`src/rtl/ysyx_22040386_core_seq_pkg.sv`:
```
// Shared definitions for the NPC multi-cycle control sequencer.
package ysyx_22040386_core_seq_pkg;

  typedef enum logic [3:0] {
    ST_FETCH_REQ  = 4'd0,
    ST_FETCH_WAIT = 4'd1,
    ST_DECODE     = 4'd2,
    ST_EXEC       = 4'd3,
    ST_MEM_REQ    = 4'd4,
    ST_MEM_WAIT   = 4'd5,
    ST_WB         = 4'd6,
    ST_HALT       = 4'd7,
    ST_ERROR      = 4'd8
  } state_t;

  localparam logic [31:0] EBREAK   = 32'h0010_0073;
  localparam logic [6:0]  OP_LOAD  = 7'b0000011;
  localparam logic [6:0]  OP_STORE = 7'b0100011;

  // True for opcodes that need a load/store phase
  function automatic logic is_ls_opcode(input logic [6:0] op);
    return (op == OP_LOAD) || (op == OP_STORE);
  endfunction

endpackage

```
`src/rtl/ysyx_22040386_mem_timer.sv`:
```
// Saturating wait counter; flags expiry on the cycle the limit is reached.
module ysyx_22040386_mem_timer #(
  parameter int unsigned LIMIT = 255
) (
  input  logic clk,
  input  logic rst,
  input  logic clear,
  input  logic enable,
  output logic expired
);

  localparam int unsigned W = 8;
  localparam logic [W-1:0] MAX  = W'(LIMIT);
  localparam logic [W-1:0] LAST = W'(LIMIT - 1);

  logic [W-1:0] count;
  logic [W-1:0] count_nxt;

  always_comb begin
    count_nxt = count;
    if (clear) begin
      count_nxt = '0;
    end else if (enable && (count != MAX)) begin
      count_nxt = count + 1'b1;
    end
  end

  // expired means one more idle cycle will hit the limit
  always_ff @(posedge clk) begin
    if (rst) begin
      count   <= '0;
      expired <= 1'b0;
    end else begin
      count   <= count_nxt;
      expired <= (count_nxt >= LAST);
    end
  end

endmodule

```
`src/rtl/ysyx_22040386_core_seq.sv`:
```
// Multi-cycle NPC sequencer: fetch, decode, execute, memory, write-back.
module ysyx_22040386_core_seq
  import ysyx_22040386_core_seq_pkg::*;
#(
  parameter int unsigned TIMEOUT  = 255,
  parameter logic [63:0] RESET_PC = 64'h8000_0000
) (
  input  logic        clk,
  input  logic        rst,
  output logic        if_req_valid,
  input  logic        if_req_ready,
  input  logic        if_rsp_valid,
  input  logic [31:0] if_rsp_data,
  output logic [31:0] inst,
  input  logic        dec_regwrite,
  input  logic        dec_memwrite,
  input  logic        dec_memread,
  input  logic        dec_branch,
  output logic        ls_req_valid,
  output logic        ls_req_we,
  input  logic        ls_req_ready,
  input  logic        ls_rsp_valid,
  output logic        rf_we,
  output logic        pc_we,
  output logic        pc_sel_branch,
  output logic [63:0] pc_init,
  output logic [63:0] instret,
  output logic        halted,
  output logic        err,
  output logic [3:0]  state_dbg
);

  state_t state;
  logic   mem_op;
  logic   timer_clear;
  logic   timer_en;
  logic   timer_expired;

  assign mem_op      = dec_memread || dec_memwrite;
  assign timer_clear = (state == ST_WB) || ((state == ST_EXEC) && mem_op);

  // Count only cycles where the awaited handshake event is missing
  always_comb begin
    timer_en = 1'b0;
    case (state)
      ST_FETCH_REQ:  timer_en = !if_req_ready;
      ST_FETCH_WAIT: timer_en = !if_rsp_valid;
      ST_MEM_REQ:    timer_en = !ls_req_ready;
      ST_MEM_WAIT:   timer_en = !ls_rsp_valid;
      default:       timer_en = 1'b0;
    endcase
  end

  ysyx_22040386_mem_timer #(
    .LIMIT (TIMEOUT)
  ) u_mem_timer (
    .clk     (clk),
    .rst     (rst),
    .clear   (timer_clear),
    .enable  (timer_en),
    .expired (timer_expired)
  );

  always_ff @(posedge clk) begin
    if (rst) begin
      state   <= ST_FETCH_REQ;
      inst    <= '0;
      instret <= '0;
      halted  <= 1'b0;
      err     <= 1'b0;
    end else begin
      case (state)
        ST_FETCH_REQ: begin
          if (if_req_ready) begin
            if (if_rsp_valid) begin
              inst  <= if_rsp_data;
              state <= ST_DECODE;
            end else begin
              state <= ST_FETCH_WAIT;
            end
          end else if (timer_expired) begin
            state <= ST_ERROR;
            err   <= 1'b1;
          end
        end
        ST_FETCH_WAIT: begin
          if (if_rsp_valid) begin
            inst  <= if_rsp_data;
            state <= ST_DECODE;
          end else if (timer_expired) begin
            state <= ST_ERROR;
            err   <= 1'b1;
          end
        end
        ST_DECODE: begin
          if (inst == EBREAK) begin
            state  <= ST_HALT;
            halted <= 1'b1;
          end else begin
            state <= ST_EXEC;
          end
        end
        ST_EXEC: begin
          state <= mem_op ? ST_MEM_REQ : ST_WB;
        end
        ST_MEM_REQ: begin
          if (ls_req_ready) begin
            state <= ls_rsp_valid ? ST_WB : ST_MEM_WAIT;
          end else if (timer_expired) begin
            state <= ST_ERROR;
            err   <= 1'b1;
          end
        end
        ST_MEM_WAIT: begin
          if (ls_rsp_valid) begin
            state <= ST_WB;
          end else if (timer_expired) begin
            state <= ST_ERROR;
            err   <= 1'b1;
          end
        end
        ST_WB: begin
          instret <= instret + 64'd1;
          state   <= ST_FETCH_REQ;
        end
        ST_HALT, ST_ERROR: begin
          state <= state;
        end
        default: begin
          state <= ST_ERROR;
          err   <= 1'b1;
        end
      endcase
    end
  end

  // Strobes decode from the state register and are forced low during reset
  assign if_req_valid  = !rst && (state == ST_FETCH_REQ);
  assign ls_req_valid  = !rst && (state == ST_MEM_REQ);
  assign ls_req_we     = ls_req_valid && dec_memwrite;
  assign pc_we         = !rst && (state == ST_WB);
  assign rf_we         = pc_we && (dec_regwrite || dec_memread);
  assign pc_sel_branch = pc_we && dec_branch;
  assign pc_init       = RESET_PC;
  assign state_dbg     = state;

endmodule

```
`config.mk`:
```
export PLATFORM = sky130hd
export DESIGN_NAME = ysyx_22040386_core_seq
export DESIGN_NICKNAME = d
export VERILOG_FILES = /design/src/rtl/ysyx_22040386_core_seq_pkg.sv /design/src/rtl/ysyx_22040386_mem_timer.sv /design/src/rtl/ysyx_22040386_core_seq.sv
export SDC_FILE = /design/constraint.sdc
export NUM_CORES = 1
export LEC_CHECK = 0
export ABC_CLOCK_PERIOD_IN_PS = 5500
export CAP_MARGIN = 25
export CORE_MARGIN = 10
export CORE_UTILIZATION = 30
export DETAILED_ROUTE_END_ITERATION = 12
export MAX_ROUTING_LAYER = met4
export PLACE_DENSITY_LB_ADDON = 0.25
export SYNTH_ARGS = -nofsm -noshare
export SYNTH_HDL_FRONTEND = slang
export SYNTH_HIERARCHICAL = 1
export SYNTH_SLANG_ARGS = --single-unit
export TNS_END_PERCENT = 1
```
`constraint.sdc`:
```
create_clock -name clk -period 5.5 [get_ports clk]
set_clock_uncertainty 0.1 [all_clocks]
set_input_delay 1.1 -clock clk [delete_from_list [all_inputs] [get_ports clk]]
set_output_delay 1.1 -clock clk [all_outputs]
set_load 0.02 [all_outputs]
```
==> results.py, run 1 <==
metrics = {
    "sta": {
        "finalHoldViolCount": 0,
        "fin_crit_sh_pct": 69.5,
        "grt_setup_unrepaired": "false",
        "maxSlewViolCount": 0,
        "setup-tns-final_ns": 0,
        "relSlewSlack_pct": 31.9,
        "setup_violations": 0,
        "fin_crit_ns": 3.82,
        "fmax_ghz": 0.262,
        "tightestPinTransition_ns": 1.01,
    },
    "global_route": {
        "grt_first_pass_wirelength_mm": 26.4,
        "grt_pass1_vias": 4941,
        "grtUsageTotal_pct": 13.5,
        "grt.overflow.total": 0,
        "antenna_found_initial": 0,
        "grt_max_degree": 73,
    },
    "floorplan": {
        "fp.dieH_um": 158,
        "dieArea_um2": 24900,
        "initial_utilization_pct": 30.4,
        "num_rows": 50,
        "die_w_um": 158,
        "ios": 214,
        "core_area_um2": 18700,
    },
    "setup_path": {
        "crit_arrival_ns": 2.62,
        "start_kind": "input port",
        "r2r_end": "instret[54]",
        "r2r-start": "state_dbg[1]",
        "path_class": "in -> out",
        "crit_path_max_fanout": 36,
        "cp-end-kind": "output pin",
        "reg2regPathDepth": 6,
        "required_ns": 4.30,
        "r2r_slack_ns": 2.23,
    },
    "logic_synthesis": {
        "netlist.area_leader.share_pct": 39.0,
        "synth_top_cells_by_count": "dfxtp_1, nand2_1, buf_4",
        "synthTopCellsByArea": "dfxtp_1, buf_4, nand2_1",
        "synth.most_common_cell": "dfxtp_1",
        "synth_flop_cell": "dfxtp_1",
        "synthCells": 709,
        "ys_warn_count": 6,
        "synth_cell_types": 59,
        "synth_area_um2": 5700,
        "yosysTopAreaCell": "dfxtp_1",
        "ys_seq_area_share_pct": 39.0,
        "synthArstFlopShare_pct": 0,
        "synth-edff-count": 0,
        "avgSynthCellArea_um2": 8.03,
        "ys_ff_latch": 111,
    },
    "job": {
        "max-cap-violations": 0,
    },
    "detailed_routing": {
        "wl_met3_mm": 1.73,
        "wl_per_cell_um": 15.7,
        "first_pass_iters": 4,
        "wl_met2_mm": 7.62,
        "highest_layer": "met4",
        "route.antenna.remaining_nets": 0,
        "vias_per_cell": 4.82,
        "via_count": 5176,
        "drc": 0,
        "routed_wl_mm": 16.9,
        "drt-initial-drc-count": 253,
        "drt-met1-wl_mm": 7.38,
    },
    "clocking": {
        "ctsResizeCount": 0,
        "cts_buffer_depth": 2,
        "cts_made_buffers": 9,
        "cts.root.buffer_cell": "clkbuf_16",
        "hold_buffers": 0,
        "clk_latency_ns": 0.35,
        "clk_pin_slew_worst_paths_ns": 0.08,
        "clock-sinks": 111,
        "postCtsSetupBuffers": 0,
        "cts_tree": "built",
        "htreeDepth": 3,
    },
    "min_path": {
        "min_to": "inst[20]",
        "hp-class": "reg -> reg",
        "holdCritStartpoint": "inst[20]",
        "hold_depth": 2,
    },
    "status": {
        "run_status": "completed",
    },
    "finish": {
        "drive_gt1_share_pct": 5.00,
        "fillers": 1942,
        "areaGrowthSynthToFinish_pct": 30.1,
        "multi_input_area_um2": 3040,
        "diodes": 0,
        "nets": 879,
        "ff_latch_area_um2": 2220,
    },
    "power_and_ir_drop": {
        "p_per_area_nw_per_um2": 244,
        "leakage_nw": 2.45,
        "fin_total_pwr_mw": 1.81,
        "ir_drop_mv": 0.138,
    },
    "place": {
        "place_hpwl_mm": 12.6,
        "gp_congestion": 0.801,
        "place.port_buffers": 149,
    },
}
-- final cells by class --
type,count,area share (%)
Inverter,12,0.608
Sequential cell,111,30.0
Clock buffer,10,3.23
Tap cell,234,3.95
Clock inverter,6,0.591
Timing Repair Buffer,154,20.6
Multi-Input combinational cell,547,41.0
-- how the worst max path moves through the flow --
stage / to / slack, ns / from / depth (start not counted)
after floorplan: ls_req_we / 2.05 / rst / 3
after global placement: ls_req_we / 1.67 / rst / 5
after detailed placement: ls_req_we / 1.65 / rst / 5
after CTS: ls_req_we / 1.65 / rst / 5
after global routing: ls_req_we / 1.58 / rst / 5
final: ls_req_we / 1.68 / rst / 5
-- cell families after synthesis --
logic type | after synthesis | share of synthesized area, %
multiplexers | 5 | 1.16
buffers and inverters | 113 | 11.8
flip-flops | 111 | 39.0
other | 2 | 0.132
adder cells (fa/ha/maj) | 2 | 0.439
AND/OR/NAND/NOR | 326 | 30.2
XOR/XNOR | 40 | 6.15
AO/OA/AOI/OAI | 110 | 11.1
-- state kept, by name (all words and copies together) (netlist names) --
register and count:
instret 64, err 1, u_mem_timer/expired 1, state_dbg 4, u_mem_timer/count 8, halted 1
inst 32
-- per-stage QoR --
step	cells	instance area (um2)	utilization [%]	hold WS, ns	worst slack [ns]
floorplan	771	5930	-	0.407	2.05
global placement	1058	7130	38.1	0.356	1.67
detailed placement	1058	7130	38.1	0.361	1.65
CTS	1074	7410	39.6	0.373	1.65
global route	1074	7410	39.6	0.395	1.58
finish	1074	7410	39.6	0.371	1.68
-- layer usage --
metal,global-route usage (%),vias up
met4,3.92,0
met1,16.3,2384
met2,20.4,167
met5,-,-
li1,-,2616
met3,5.24,9
-- power by group --
| group | leakage [nW] | internal, mW | switching, mW |
|---|---|---|---|
| logic | 1.41 | 0.120 | 0.181 |
| clock network | 0.139 | 0.322 | 0.319 |
| registers | 0.898 | 0.833 | 0.0362 |
| total | 2.45 | 1.27 | 0.536 |
-- layout by cell type, fill, tap and decap left out, types with 18 or more instances in the layout --
| cell type | netlist | layout |
|---|---|---|
| nand3_1 | 23 | 23 |
| xnor2_1 | 31 | 31 |
| a21oi_1 | 63 | 63 |
| nand4_1 | 25 | 25 |
| nor3_1 | 18 | 18 |
| nand2_1 | 95 | 95 |
| dfxtp_1 | 111 | 111 |
| conb_1 | 2 | 64 |
| nor2_1 | 62 | 62 |
| or3_1 | 21 | 21 |
| o21ai_0 | 20 | 20 |
| nor4_1 | 23 | 23 |
| clkdlybuf4s50_1 | 0 | 148 |
-- worst max-delay path, stage by stage --
cell and delay, ns:
buf_4 0.23, or3_1 0.36, nor3_1 0.17, and2_1 0.15, clkdlybuf4s50_1 0.60
Note: power is estimated with default switching activity, not from simulation.
==> inputs of run 2 (changes only) <==
ABC_CLOCK_PERIOD_IN_PS = 4000   (was 5500)
clock period = 4 ns   (was 5.5 ns; I/O delays follow)
==> run 2 against run 1 <==
Sequential cell count did not move. Final cell count rose by 0.28%. Setup slack got worse by 1.1 ns. Global-route usage rose by 0.19 points. Critical path type is now reg -> out.
==> results.py, run 2 (same netlist as run 1, synthesis figures left out) <==
metrics = {
    "global_route": {
        "gr-usage-met2_pct": 21.1,
        "grt_first_pass_wirelength_mm": 26.7,
        "grt.overflow.total": 0,
        "grt-busiest-layer": "met2",
        "grt_pass1_vias": 5073,
        "grtUsageTotal_pct": 13.7,
        "grtUsageMet3_pct": 4.69,
        "grt_max_degree": 57,
        "met1_usage_pct": 16.2,
        "antenna_found_initial": 0,
    },
    "sta": {
        "grt_setup_unrepaired": "false",
        "fin_crit_sh_pct": 85.7,
        "relSlewSlack_pct": 30.5,
        "fmax_ghz": 0.292,
        "fin_crit_ns": 3.43,
        "setup_ws_ns": 0.572,
        "setup-tns-final_ns": 0,
        "finalHoldViolCount": 0,
        "setup_violations": 0,
        "tightestPinTransition_ns": 1.03,
        "maxSlewViolCount": 0,
    },
    "place": {
        "gp_congestion": 0.765,
        "place_hpwl_mm": 12.7,
        "place.port_buffers": 149,
        "place_area_um2": 7150,
        "dpl_worst_slack_ns": 0.522,
    },
    "setup_path": {
        "cp-end-kind": "output pin",
        "required_ns": 3.10,
        "crit_path_max_fanout": 17,
        "start_kind": "flip-flop",
        "path_class": "reg -> out",
        "crit_arrival_ns": 2.53,
    },
    "detailed_routing": {
        "wl_per_cell_um": 15.7,
        "routed_wl_mm": 16.9,
        "drc": 0,
        "route.antenna.remaining_nets": 0,
        "via_count": 5252,
        "first_pass_iters": 4,
        "drt-initial-drc-count": 306,
        "vias_per_cell": 4.88,
    },
    "power_and_ir_drop": {
        "p_int_mw": 1.87,
        "p_comb_share_pct": 15.9,
        "fin_total_pwr_mw": 2.61,
        "ir_drop_mv": 0.194,
        "seqPwrFrac_pct": 45.7,
        "p_sw_share_pct": 28.5,
        "clock_power_share_pct": 38.4,
        "p_per_area_nw_per_um2": 350,
        "power.switching_mw": 0.745,
        "leakage_nw": 2.48,
    },
    "clocking": {
        "cts_tree": "built",
        "clk_latency_ns": 0.36,
        "clk_pin_slew_worst_paths_ns": 0.08,
        "hold_buffers": 0,
        "htreeDepth": 3,
        "ctsResizeCount": 0,
        "cts.root.buffer_cell": "clkbuf_16",
        "postCtsSetupBuffers": 0,
        "clock-sinks": 111,
        "cts_buffer_depth": 2,
        "cts_made_buffers": 9,
    },
    "finish": {
        "diodes": 0,
        "final_cell_mix": "clkdlybuf4s50_1, dfxtp_1, nand2_1",
        "design_area_um2": 7480,
        "nets": 882,
        "largest_register_ff_count": 64,
        "regMostFlops": "instret",
        "layout_commonest_cell": "clkdlybuf4s50_1",
        "drive_gt1_share_pct": 5.34,
        "areaGrowthSynthToFinish_pct": 31.3,
        "reg_top3": "instret: 64 flops, inst: 32 flops, u_mem_timer/count: 8 flops",
        "fillers": 1923,
    },
    "floorplan": {
        "die_w_um": 158,
        "initial_utilization_pct": 30.4,
        "num_rows": 50,
        "dieArea_um2": 24900,
        "fp.dieH_um": 158,
        "ios": 214,
        "core_area_um2": 18700,
    },
    "min_path": {
        "hp-class": "reg -> reg",
    },
    "job": {
        "max-cap-violations": 0,
    },
    "status": {
        "run_status": "completed",
    },
}
[run 2: power groups by stage]
stage | Combinational, mW | Clock, mW | Sequential (mW)
after floorplan | 0.267 | 0 | 1.24
after global placement | 0.418 | 0 | 1.22
after detailed placement | 0.416 | 0 | 1.22
after CTS | 0.417 | 1.03 | 1.20
after global routing | 0.453 | 1.08 | 1.20
final | 0.414 | 1.00 | 1.19
[run 2: layer usage]
layer,part of all wire [%],routed length (um)
met1,43,7270
met2,45,7640
met3,10,1690
met4,1.9,314
met5,0,0
[run 2: per-stage QoR]
step                std cells  hold slack (ns)  util, %
finish                   1077            0.368     40.0
global route             1077            0.398     40.0
CTS                      1077            0.371     40.0
detailed placement       1061            0.359     38.2
global placement         1061            0.356     38.2
floorplan                 771            0.407        -
[run 2: path summary, 6_finish.rpt]
kind / startpoint / endpoint / slack [ns] / cells past startpoint
max: state_dbg[1] / rf_we / 0.57 / 4
min: inst[4] / inst[4] / 0.37 / 2
max reg2reg: state_dbg[1] / instret[61] / 0.88 / 7
min reg2reg: inst[4] / inst[4] / 0.37 / 2
[run 2: layout make-up]
class | count | area (um2) | share of cell area (%)
inverters | 12 | 45.0 | 0.602
well taps | 234 | 293 | 3.92
clock buffers | 9 | 225 | 3.01
clock inverters | 7 | 103 | 1.37
repair buffers | 157 | 1550 | 20.7
flip-flops and latches | 111 | 2220 | 29.7
multi-input cells | 547 | 3040 | 40.7
[run 2: worst max-delay path: stages (launching register included)]
cell and delay [ns]:
dfxtp_1 0.66, nand4bb_1 0.30, nor2_1 0.40, o21a_1 0.20, clkdlybuf4s50_1 0.61
